--- src/rtl/audio_rate_adapter_pkg.sv ---
// rtl/audio_rate_adapter_pkg.sv - shared audio coding types, frame record and pacing helpers
package audio_rate_adapter_pkg;

   typedef enum logic [1:0] {
      k37Khz = 2'd0,
      k18Khz = 2'd1,
      k44Khz = 2'd2
   } rate_e;

   typedef enum logic [1:0] {
      kBps4  = 2'd0,
      kBps8  = 2'd1,
      kBps16 = 2'd2
   } bps_e;

   typedef enum logic {
      kMono   = 1'b0,
      kStereo = 1'b1
   } chan_e;

   typedef struct packed {
      rate_e rate;
      bps_e  bps;
      chan_e chan;
   } header_coding_s;

   // One buffered output frame; rate travels with the frame so a rate
   // change lands exactly on the frame boundary at the output.
   typedef struct packed {
      logic [15:0] left;
      logic [15:0] right;
      rate_e       rate;
   } frame_s;

   function automatic logic is_stereo(input header_coding_s coding);
      return coding.chan == kStereo;
   endfunction

   // 18.9 kHz frames consume every second 37.8 kHz tick, tracked by phase.
   function automatic logic pop_due(input rate_e rate, input logic t44,
                                    input logic t37, input logic phase);
      logic due;
      case (rate)
         k44Khz:  due = t44;
         k37Khz:  due = t37;
         k18Khz:  due = t37 & phase;
         default: due = 1'b0;
      endcase
      return due;
   endfunction

endpackage

--- src/rtl/audiostream.sv ---
// rtl/audiostream.sv - sample stream with source-held write and sink-driven accept strobe
interface audiostream;
   logic [15:0] sample;
   logic        write;
   logic        strobe;

   modport sink   (input sample, input write, output strobe);
   modport source (output sample, output write, input strobe);
endinterface

--- src/rtl/audio_frame_fifo.sv ---
// rtl/audio_frame_fifo.sv - frame FIFO with synchronous write, registered read and head-rate peek
module audio_frame_fifo
   import audio_rate_adapter_pkg::*;
#(
   parameter int DEPTH = 16
) (
   input  logic                     clk,
   input  logic                     reset,
   input  logic                     i_push,
   input  frame_s                   i_wdata,
   input  logic                     i_pop,
   input  logic                     i_flush,
   output frame_s                   o_rdata,
   output rate_e                    o_head_rate,
   output logic [$clog2(DEPTH):0]   o_fill,
   output logic                     o_empty,
   output logic                     o_full
);

   localparam int AW = $clog2(DEPTH);
   localparam logic [AW:0] FULL_COUNT = DEPTH[AW:0];

   frame_s         r_mem      [DEPTH];
   rate_e          r_rate_mem [DEPTH];
   frame_s         r_rdata;
   logic [AW-1:0]  r_wptr;
   logic [AW-1:0]  r_rptr;
   logic [AW:0]    r_count;

   // Frame storage; the narrow rate copy gives the pacer an unregistered view of the head.
   always_ff @(posedge clk) begin
      if (i_push) begin
         r_mem[r_wptr]      <= i_wdata;
         r_rate_mem[r_wptr] <= i_wdata.rate;
      end
   end

   // Registered read port, updated only on a pop so the last frame is held otherwise.
   always_ff @(posedge clk) begin
      if (reset) begin
         r_rdata <= '0;
      end else if (i_pop) begin
         r_rdata <= r_mem[r_rptr];
      end
   end

   // Pointers wrap naturally at DEPTH; the count disambiguates full from empty.
   always_ff @(posedge clk) begin
      if (reset || i_flush) begin
         r_wptr  <= '0;
         r_rptr  <= '0;
         r_count <= '0;
      end else begin
         if (i_push) r_wptr <= r_wptr + 1'b1;
         if (i_pop)  r_rptr <= r_rptr + 1'b1;
         case ({i_push, i_pop})
            2'b10:   r_count <= r_count + 1'b1;
            2'b01:   r_count <= r_count - 1'b1;
            default: r_count <= r_count;
         endcase
      end
   end

   assign o_rdata     = r_rdata;
   assign o_head_rate = r_rate_mem[r_rptr];
   assign o_fill      = r_count;
   assign o_empty     = (r_count == '0);
   assign o_full      = (r_count == FULL_COUNT);

endmodule

--- src/rtl/audio_rate_adapter.sv ---
// rtl/audio_rate_adapter.sv - pairs incoming samples into frames and releases them at the frame's audio rate
module audio_rate_adapter
   import audio_rate_adapter_pkg::*;
#(
   parameter int FIFO_DEPTH = 16
) (
   input  logic                          clk,
   input  logic                          reset,
   audiostream.sink                      in,
   input  logic                          in_channel,
   input  header_coding_s                in_coding,
   input  logic                          tick_44k,
   input  logic                          tick_37k8,
   input  logic                          flush,
   output logic [15:0]                   left,
   output logic [15:0]                   right,
   output logic                          frame_valid,
   output logic                          underflow,
   output logic [$clog2(FIFO_DEPTH):0]   fill
);

   logic        w_empty;
   logic        w_full;
   rate_e       w_head_rate;
   rate_e       w_rate;
   logic        w_due;
   logic        w_pop;
   logic        w_can_push;
   logic        w_strobe;
   logic        w_stereo;
   logic        w_push;
   frame_s      w_push_frame;
   frame_s      w_rd_frame;
   logic        w_unused;

   logic        r_phase;
   logic        r_strobe_q;
   logic        r_armed;
   logic [15:0] r_left_hold;
   logic        r_pair_pending;
   logic        r_frame_valid;
   logic        r_underflow;

   // An empty FIFO has no head frame, so it falls back to 37.8 kHz pacing.
   assign w_rate = w_empty ? k37Khz : w_head_rate;
   assign w_due  = pop_due(w_rate, tick_44k, tick_37k8, r_phase);
   assign w_pop  = w_due && !w_empty && !flush;

   // A pop in the same cycle frees a slot, so a full FIFO can still accept.
   assign w_can_push = !w_full || w_pop;
   assign w_strobe   = in.write && r_armed && !r_strobe_q && w_can_push && !flush && !reset;
   assign in.strobe  = w_strobe;

   assign w_stereo = is_stereo(in_coding);
   assign w_push   = w_strobe && (!w_stereo || in_channel);

   // Mono duplicates the sample; a stereo right pairs with whatever left is held.
   always_comb begin
      w_push_frame       = '0;
      w_push_frame.left  = w_stereo ? r_left_hold : in.sample;
      w_push_frame.right = in.sample;
      w_push_frame.rate  = in_coding.rate;
   end

   audio_frame_fifo #(
      .DEPTH (FIFO_DEPTH)
   ) u_fifo (
      .clk         (clk),
      .reset       (reset),
      .i_push      (w_push),
      .i_wdata     (w_push_frame),
      .i_pop       (w_pop),
      .i_flush     (flush),
      .o_rdata     (w_rd_frame),
      .o_head_rate (w_head_rate),
      .o_fill      (fill),
      .o_empty     (w_empty),
      .o_full      (w_full)
   );

   // Accept handshake state: strobe spacing and re-arm only after write has been seen low.
   always_ff @(posedge clk) begin
      if (reset) begin
         r_strobe_q <= 1'b0;
         r_armed    <= 1'b0;
      end else begin
         r_strobe_q <= w_strobe;
         if (!in.write) r_armed <= 1'b1;
      end
   end

   // Stereo left capture; a second left before its right simply overwrites.
   always_ff @(posedge clk) begin
      if (reset) begin
         r_left_hold    <= '0;
         r_pair_pending <= 1'b0;
      end else if (flush) begin
         r_pair_pending <= 1'b0;
      end else if (w_strobe && w_stereo) begin
         if (!in_channel) begin
            r_left_hold    <= in.sample;
            r_pair_pending <= 1'b1;
         end else begin
            r_pair_pending <= 1'b0;
         end
      end
   end

   // 18.9 kHz phase: armed by a tick that did not pop, cleared by any pop or flush.
   always_ff @(posedge clk) begin
      if (reset || flush || w_pop) begin
         r_phase <= 1'b0;
      end else if (tick_37k8 && !w_empty && w_head_rate == k18Khz) begin
         r_phase <= 1'b1;
      end
   end

   // Output pulses line up with the FIFO read register loading the popped frame.
   always_ff @(posedge clk) begin
      if (reset) begin
         r_frame_valid <= 1'b0;
         r_underflow   <= 1'b0;
      end else begin
         r_frame_valid <= w_pop;
         r_underflow   <= w_due && w_empty && !flush;
      end
   end

   assign left        = w_rd_frame.left;
   assign right       = w_rd_frame.right;
   assign frame_valid = r_frame_valid;
   assign underflow   = r_underflow;

   // bps, the stored frame rate and pair_pending carry no datapath role here.
   assign w_unused = ^{in_coding.bps, w_rd_frame.rate, r_pair_pending};

endmodule

--- src/flat_wrapper.sv ---
// flat-port wrapper written by rule: the top's interface ports become plain ports
module audio_rate_adapter_flat import audio_rate_adapter_pkg::*;
#(
   parameter int FIFO_DEPTH = 16
)
  (clk, reset, in_channel, in_coding, tick_44k, tick_37k8, flush, left, right, frame_valid, underflow, fill, in_sample, in_write, in_strobe);
  audiostream in_i ();
  input  logic clk;
  input  logic reset;
  input  logic in_channel;
  input  header_coding_s in_coding;
  input  logic tick_44k;
  input  logic tick_37k8;
  input  logic flush;
  output logic [15:0] left;
  output logic [15:0] right;
  output logic frame_valid;
  output logic underflow;
  output logic [$clog2(FIFO_DEPTH):0] fill;
  input wire logic [$bits(in_i.sample)-1:0] in_sample;
  input wire logic [$bits(in_i.write)-1:0] in_write;
  output wire logic [$bits(in_i.strobe)-1:0] in_strobe;
  assign in_i.sample = in_sample;
  assign in_i.write = in_write;
  assign in_strobe = in_i.strobe;
  audio_rate_adapter #(.FIFO_DEPTH(FIFO_DEPTH)) u_core (.clk(clk), .reset(reset), .in(in_i), .in_channel(in_channel), .in_coding(in_coding), .tick_44k(tick_44k), .tick_37k8(tick_37k8), .flush(flush), .left(left), .right(right), .frame_valid(frame_valid), .underflow(underflow), .fill(fill));
endmodule
--- config.mk ---
export PLATFORM = sky130hd
export DESIGN_NAME = audio_rate_adapter_flat
export DESIGN_NICKNAME = d
export VERILOG_FILES = /design/src/rtl/audio_rate_adapter_pkg.sv /design/src/rtl/audiostream.sv /design/src/rtl/audio_frame_fifo.sv /design/src/rtl/audio_rate_adapter.sv /design/src/flat_wrapper.sv
export SDC_FILE = /design/constraint.sdc
export NUM_CORES = 1
export LEC_CHECK = 0
export CORE_ASPECT_RATIO = 1.4
export CORE_UTILIZATION = 61
export DETAILED_ROUTE_END_ITERATION = 10
export PLACE_DENSITY = 0.79
export SLEW_MARGIN = 20
export SYNTH_ARGS = -nofsm -noshare
export SYNTH_HDL_FRONTEND = slang
export SYNTH_SLANG_ARGS = --single-unit
--- constraint.sdc ---
create_clock -name clk -period 5.77 [get_ports clk]
set_input_delay 0.577 -clock clk [delete_from_list [all_inputs] [get_ports clk]]
set_output_delay 0.577 -clock clk [all_outputs]
set_load 0.02 [all_outputs]
==> summary.md, run 1 <==
| Metric | Value |
|---|---|
| Ports | `68` |
| Final setup vio count | `0` |
| FF+latch area | `17700 µm²` |
| Most frequent cells in the layout | `edfxtp_1 (544), mux4_2 (164), nand2_1 (80)` |
| Max-Slew Margin vs Limit | `31.5%` |
| Post-synthesis cell type count | `43` |
| Power after layout | `8.66 mW` |
| Row count | `84` |
| Grt ovf | `0` |
| Final hold violations | `0` |
| Layout net count | `1264` |
| Final worst slack | `1.16 ns` |
| TritonCTS clock tree | `yes` |
| WL per Instance | `30.0 µm` |
| All-Layer GR Usage | `27.8%` |
| WP data required | `6.28 ns` |
| First-pass iteration count of the detailed router | `5` |
| Layout filler cell count | `2174` |
| Vias/cell | `6.69` |
| Synthesized cell area | `23600 µm²` |
| Crit-path max FO | `19` |
| Worst setup EP type | `register` |
| Crit path DAT | `5.13 ns` |
| Die ar. | `39400 µm²` |
| Final antenna-violating net count | `0` |
| Number of global-route vias before repair | `12.1k` |
| Leakage Power | `8.22 nW` |
| Crit Path Class | `reg2reg` |
| Die Wd | `168 µm` |
| CTS resizes | `0` |
| Post-synthesis register bit count | `614` |
| PwrDens | `325 nW/µm²` |
| H-tree Lvls | `2` |
| Sequential area share after synthesis | `75.2%` |
| Hpwl dp | `27300 µm` |
| Max Cap Viol | `0` |
| Critical path capture point | `u_core.u_fifo.o_fill[4]$_SDFFE_PP0P_` |
| FF-to-FF path depth | `16` |
| Worst hold path class | `in2reg` |
| Area growth syn-to-layout | `13.2%` |
| Outcome | `finished clean` |
| Vias | `11.7k` |
| Final period util | `80.0%` |
| GP Congestion | `0.757` |
| Starting Density | `62.3%` |
| Top FF cell, synth | `edfxtp_1` |
| Initial antenna violation count | `0` |
| Util after Layout | `70.5%` |
| Number of hold buffers added after CTS | `0` |
| Share of cells above drive strength 1 | `26.0%` |
| Startpoint types | `register` |
| Net count after synthesis | `1175` |
| Clk buf depth | `3` |
| Worst-Margin Slew | `1.03 ns` |
| Post-synthesis cell count | `1138` |
| Area of the multi-input gates | `5570 µm²` |
| Clock latency on the worst-skew pair | `0.59 ns` |
| Post-Route Skew | `0.0110 ns` |
| Post-CTS setup buffers | `0` |
| Fin cells | `1745` |
| Dpl ws | `1.26 ns` |
| Diode count | `0` |
| Post-synth EDFFs | `544` |
| Reg2Reg Setup Slack | `1.16 ns` |
| RSZ-0062 raised after global routing | `no` |
| Total CTS buffers | `54` |
| Chip Height | `235 µm` |
| # clock sinks | `614` |
| CTS root buf | `clkbuf_16` |
| Fmax | `0.217 GHz` |
| Asr flop ratio synth | `0%` |
| Core area | `37800 µm²` |
| Largest net degree at the start of global routing | `71` |
| I/O Buffers | `65` |
| Worst-path clk slew | `0.07 ns` |
| Syn. warnings | `0` |
| First-pass GRT wire length | `77400 µm` |
| Synthesized area per cell | `20.7 µm²` |
| Final Max Tran Viols | `0` |
| WL final | `52400 µm` |
| Commonest non-fill, non-tap cell in the layout | `edfxtp_1` |
| Initial drt markers | `1274` |
| Inst Count DP | `1644` |
| Post-route DRC violation count | `0` |
| Final TNS setup | `0 ns` |
| R2R Path End | `u_core.u_fifo.o_fill[4]$_SDFFE_PP0P_` |
| Final min period | `4.61 ns` |
| Peak VDD IR | `0.000250 V` |
==> state kept, by name, indices dropped and copies added (netlist names), 4 cells and up, named ones only <==
| name | cells |
|---|---|
| u_core.u_fifo.r_mem | 544 |
| u_core.r_left_hold | 16 |
| u_core.u_fifo.o_rdata | 32 |
| u_core.u_fifo.r_wptr | 4 |
| u_core.u_fifo.r_rptr | 4 |
| u_core.u_fifo.o_fill | 5 |
==> layer usage <==
metal  part of all wire (%)  routed length (µm)  GRT usage (%)
met1                     37               19100           36.2
met2                     52               27300           48.6
met3                    8.4                4410           4.03
met4                    2.9                1530           9.57
met5                      0                   0              0
==> worst min-delay path by stage <==
stage | slack [ns] | startpoint | cells after the start | end
final | 0.37 | reset | 4 | u_core.u_fifo.r_wptr[2]$_SDFFE_PP0P_
after global routing | 0.40 | reset | 4 | u_core.u_fifo.r_wptr[2]$_SDFFE_PP0P_
after CTS | 0.35 | reset | 4 | u_core.u_fifo.r_wptr[2]$_SDFFE_PP0P_
after detailed placement | 0.44 | u_core.u_fifo.o_rdata[8]$_SDFFE_PP0N_ | 2 | u_core.u_fifo.o_rdata[8]$_SDFFE_PP0N_
after global placement | 0.44 | u_core.r_armed$_SDFFE_PP0N_ | 2 | u_core.r_armed$_SDFFE_PP0N_
after floorplan | 0.43 | u_core.r_armed$_SDFFE_PP0N_ | 2 | u_core.r_armed$_SDFFE_PP0N_
==> cell type report <==
type	instances	area share, %
Clock buffer	73	5.83
Tap cell	473	2.22
Clock inverter	28	1.07
Timing Repair Buffer	94	3.33
Multi-Input combinational cell	453	20.9
Inverter	10	0.150
Sequential cell	614	66.5
==> power by group <==
group | leakage (nW) | internal [mW] | switching, mW
clock | 0.899 | 2.15 | 1.55
combinational | 1.83 | 0.0351 | 0.0875
sequential | 5.49 | 4.83 | 0.00210
total | 8.22 | 7.02 | 1.64
==> per-stage QoR <==
step | area, µm² | hold WS, ns
after global placement | 24800 | 0.436
final | 26700 | 0.374
after global routing | 26700 | 0.396
after floorplan | 23600 | 0.426
after CTS | 26700 | 0.346
after detailed placement | 24800 | 0.445
==> Yosys cell counts (2+ instances only) <==
| cell type | instances | area (µm²) |
|---|---|---|
| xor2_1 | 5 | 43.8 |
| nand2_1 | 80 | 300 |
| inv_1 | 9 | 33.8 |
| a21oi_1 | 47 | 235 |
| buf_1 | 11 | 41.3 |
| buf_2 | 12 | 60.1 |
| mux2_2 | 28 | 315 |
| clkbuf_1 | 38 | 143 |
| ha_1 | 9 | 113 |
| nor2_1 | 12 | 45.0 |
| o21ai_0 | 7 | 35.0 |
| dfxtp_1 | 70 | 1400 |
| a22oi_1 | 3 | 22.5 |
| and3_1 | 16 | 100 |
| nand2b_1 | 14 | 87.6 |
| edfxtp_1 | 544 | 16300 |
| mux2i_1 | 16 | 160 |
| a221oi_1 | 3 | 26.3 |
| nand3_1 | 2 | 10.0 |
| or3_1 | 7 | 43.8 |
| mux4_2 | 164 | 3690 |
| a211oi_1 | 4 | 30.0 |
| nor2b_1 | 14 | 87.6 |
| and2_1 | 4 | 25.0 |
==> worst max-delay path: stages, from the launching register on <==
cell,delay (ns)
dfxtp_1,0.59
mux2_2,0.38
or3_1,0.31
and2_1,0.18
a221oi_1,0.46
mux2i_4,0.35
a21boi_4,0.43
inv_1,0.11
ha_1,0.34
xor2_1,0.20
ha_1,0.23
o21ai_0,0.17
a21oi_1,0.09
a21oi_1,0.17
xor2_1,0.09
or3_1,0.31
a21oi_1,0.13
==> logic make-up (layout without fill, tap and decap cells) <==
family / count (synthesis) / count (layout) / synth area share (%)
fa+ha+maj: 9 / 9 / 0.478
flops: 614 / 614 / 75.2
xor+xnor: 6 / 6 / 0.223
simple gates: 156 / 156 / 3.18
compound gates: 73 / 73 / 1.88
mux: 209 / 209 / 17.8
buf+inv: 71 / 205 / 1.20
No activity file was read; power rests on OpenSTA's default activity.
==> run 2: changes to the inputs <==
Settings changed: CORE_UTILIZATION 61 to 55, PLACE_DENSITY 0.79 to 0.75.
Clock period 5.77 ns to 4.17 ns, I/O delays scaled along.
==> run 2 against run 1 <==
Via count decreased by 1.7%. Clock-buffer cell count increased by 1. Utilization decreased by 6.7 points. Critical endpoint is now in_strobe.
==> summary.md, run 2 (same netlist as run 1, synthesis figures left out) <==
| Metric | Value |
|---|---|
| Outcome | `finished clean` |
| Final TNS setup | `0 ns` |
| Hold slack final | `0.192 ns` |
| Hold path depth | `4` |
| Worst-Margin Slew | `0.903 ns` |
| Ports | `68` |
| Share of cells above drive strength 1 | `27.0%` |
| Worst hold path class | `in2reg` |
| PwrDens | `435 nW/µm²` |
| Max reg flops | `544` |
| Chip Height | `247 µm` |
| Bufs and invs on worst path | `2` |
| Largest net degree at the start of global routing | `60` |
| Largest Register | `u_core.u_fifo.r_mem` |
| Worst path top cell family by delay | `buffers and inverters` |
| Max-Slew Margin vs Limit | `39.8%` |
| Crit. path cell count | `8` |
| Row count | `89` |
| Post-CTS setup buffers | `0` |
| Number of global-route vias before repair | `11.8k` |
| CP Cell Sequence | `mux4_2 > o22a_1 > and4b_1 > a211oi_2 > mux2i_4 > buf_4 > a21oi_1 > clkdlybuf4s50_1` |
| Die ar. | `43700 µm²` |
| I/O Buffers | `65` |
| Commonest non-fill, non-tap cell in the layout | `edfxtp_1` |
| Switch Pwr | `2.26 mW` |
| CTS root buf | `clkbuf_16` |
| Slowest stage cell on the critical path | `clkdlybuf4s50_1` |
| Peak VDD IR | `0.000287 V` |
| Area growth syn-to-layout | `14.2%` |
| WL final | `50900 µm` |
| Worst setup EP type | `primary output` |
| Total CTS buffers | `53` |
| WP data required | `3.75 ns` |
| Vias/cell | `6.26` |
| Leakage Power | `8.28 nW` |
| Crit Path Class | `reg2out` |
| Max Cap Viol | `0` |
| Final antenna-violating net count | `0` |
| Core area | `42200 µm²` |
| WL per Instance | `27.8 µm` |
| Hpwl dp | `27900 µm` |
| Final period util | `93.5%` |
| Power after layout | `11.7 mW` |
| Initial antenna violation count | `0` |
| Worst-path clk slew | `0.07 ns` |
| Initial drt markers | `1089` |
| Most frequent cells in the layout | `edfxtp_1 (544), mux4_2 (164), nand2_1 (80)` |
| Vias | `11.5k` |
| All-Layer GR Usage | `24.3%` |
| Slowest stage delay, CP | `0.62 ns` |
| Final hold violations | `0` |
| Logic pwr share | `1.5%` |
| Final Max Tran Viols | `0` |
| RSZ-0062 raised after global routing | `no` |
| # clock sinks | `614` |
| Inst Count DP | `1734` |
| GP Congestion | `0.776` |
| Fin cells | `1833` |
| Flop pwr share | `57.2%` |
| Fmax | `0.256 GHz` |
| Diode count | `0` |
| Grt ovf | `0` |
| Die Wd | `177 µm` |
| Final setup vio count | `0` |
| Crit-path max FO | `21` |
| Clk buf depth | `3` |
| First-pass iteration count of the detailed router | `5` |
| Clock power share | `41.3%` |
| Util after Layout | `63.8%` |
| TritonCTS clock tree | `yes` |
| Switch share | `19.4%` |
| Clock latency on the worst-skew pair | `0.59 ns` |
| Post-route DRC violation count | `0` |
| H-tree Lvls | `2` |
| Crit path DAT | `3.48 ns` |
| First-pass GRT wire length | `75700 µm` |
| Final min period | `3.90 ns` |
| Pint | `9.43 mW` |
| Startpoint types | `register` |
| FF-to-FF path depth | `16` |
| Layout net count | `1280` |
| Post-Route Skew | `0.0143 ns` |
| Starting Density | `55.9%` |
-- run 2: changes by cell type in the layout (fill, tap and decap cells not counted), moves of 3 or more --
| cell | previous run | this run |
|---|---|---|
| clkbuf_1 | 9 | 14 |
| bufinv_16 | 6 | 3 |
| clkinv_2 | 9 | 12 |
| buf_4 | 27 | 32 |
| clkinv_1 | 10 | 6 |
| buf_12 | 2 | 14 |
-- run 2: metal layers --
layer	part of all wire (%)	GRT usage [%]
met1	39	31.4
met2	53	42.2
met3	5.5	2.89
met4	3.2	8.82
met5	0	0
-- run 2: final timing paths --
kind / startpoint / to / slack [ns]
worst max register to register: register / u_core.u_fifo.o_fill[4]$_SDFFE_PP0P_ / 0.32
worst min register to register: u_core.u_fifo.o_rdata[4]$_SDFFE_PP0N_ / u_core.u_fifo.o_rdata[4]$_SDFFE_PP0N_ / 0.45
worst min-delay path: reset / u_core.u_fifo.r_wptr[2]$_SDFFE_PP0P_ / 0.19
worst max-delay path: register / in_strobe / 0.27
-- run 2: area by class of cell --
type | count | area, µm²
well taps | 546 | 683
clock inverters | 25 | 204
repair buffers | 111 | 1170
clock buffers | 74 | 1500
fillers | 2716 | 15300
inverters | 10 | 40.0
flip-flops and latches | 614 | 17700
multi-input cells | 453 | 5570
-- run 2: stage by stage --
step | area [µm²] | setup slack [ns]
global route | 26900 | 0.0781
detailed placement | 25200 | 0.229
finish | 26900 | 0.270
global placement | 25200 | 0.305
CTS | 26900 | 0.111
floorplan | 23600 | 0.134
-- run 2: what timing repair did --
action	CTS	global route
resized for setup	0	2
hold buffers	0	0
hold endpoints to repair	0	0
endpoints found under the setup margin	0	2
-- run 2: worst reg2reg max path, delay by kind of cell (launching register included) --
family | cells | cell delay [ns]
muxes | 2 | 0.68
AOI/OAI and AO/OA | 7 | 1.26
DFF | 1 | 0.42
buffers and inverters | 1 | 0.07
xor gates and xnor gates | 2 | 0.28
adders and majority gates | 2 | 0.55
and+or+nand+nor | 2 | 0.54
-- run 2: power groups by stage --
stage / clock [mW] / combinational, mW / sequential, mW
after global placement: 0 / 0.160 / 6.82
final: 4.84 / 0.171 / 6.69
after CTS: 4.90 / 0.170 / 6.69
after detailed placement: 0 / 0.170 / 6.82
after floorplan: 0 / 0.0632 / 6.83
after global routing: 5.11 / 0.181 / 6.69
==> run 3: changes to the inputs <==
Settings changed: CTS_CLUSTER_SIZE from default to 25.
==> results of run 3 <==
Final layout, timing and power as in run 2 (identical DEF).
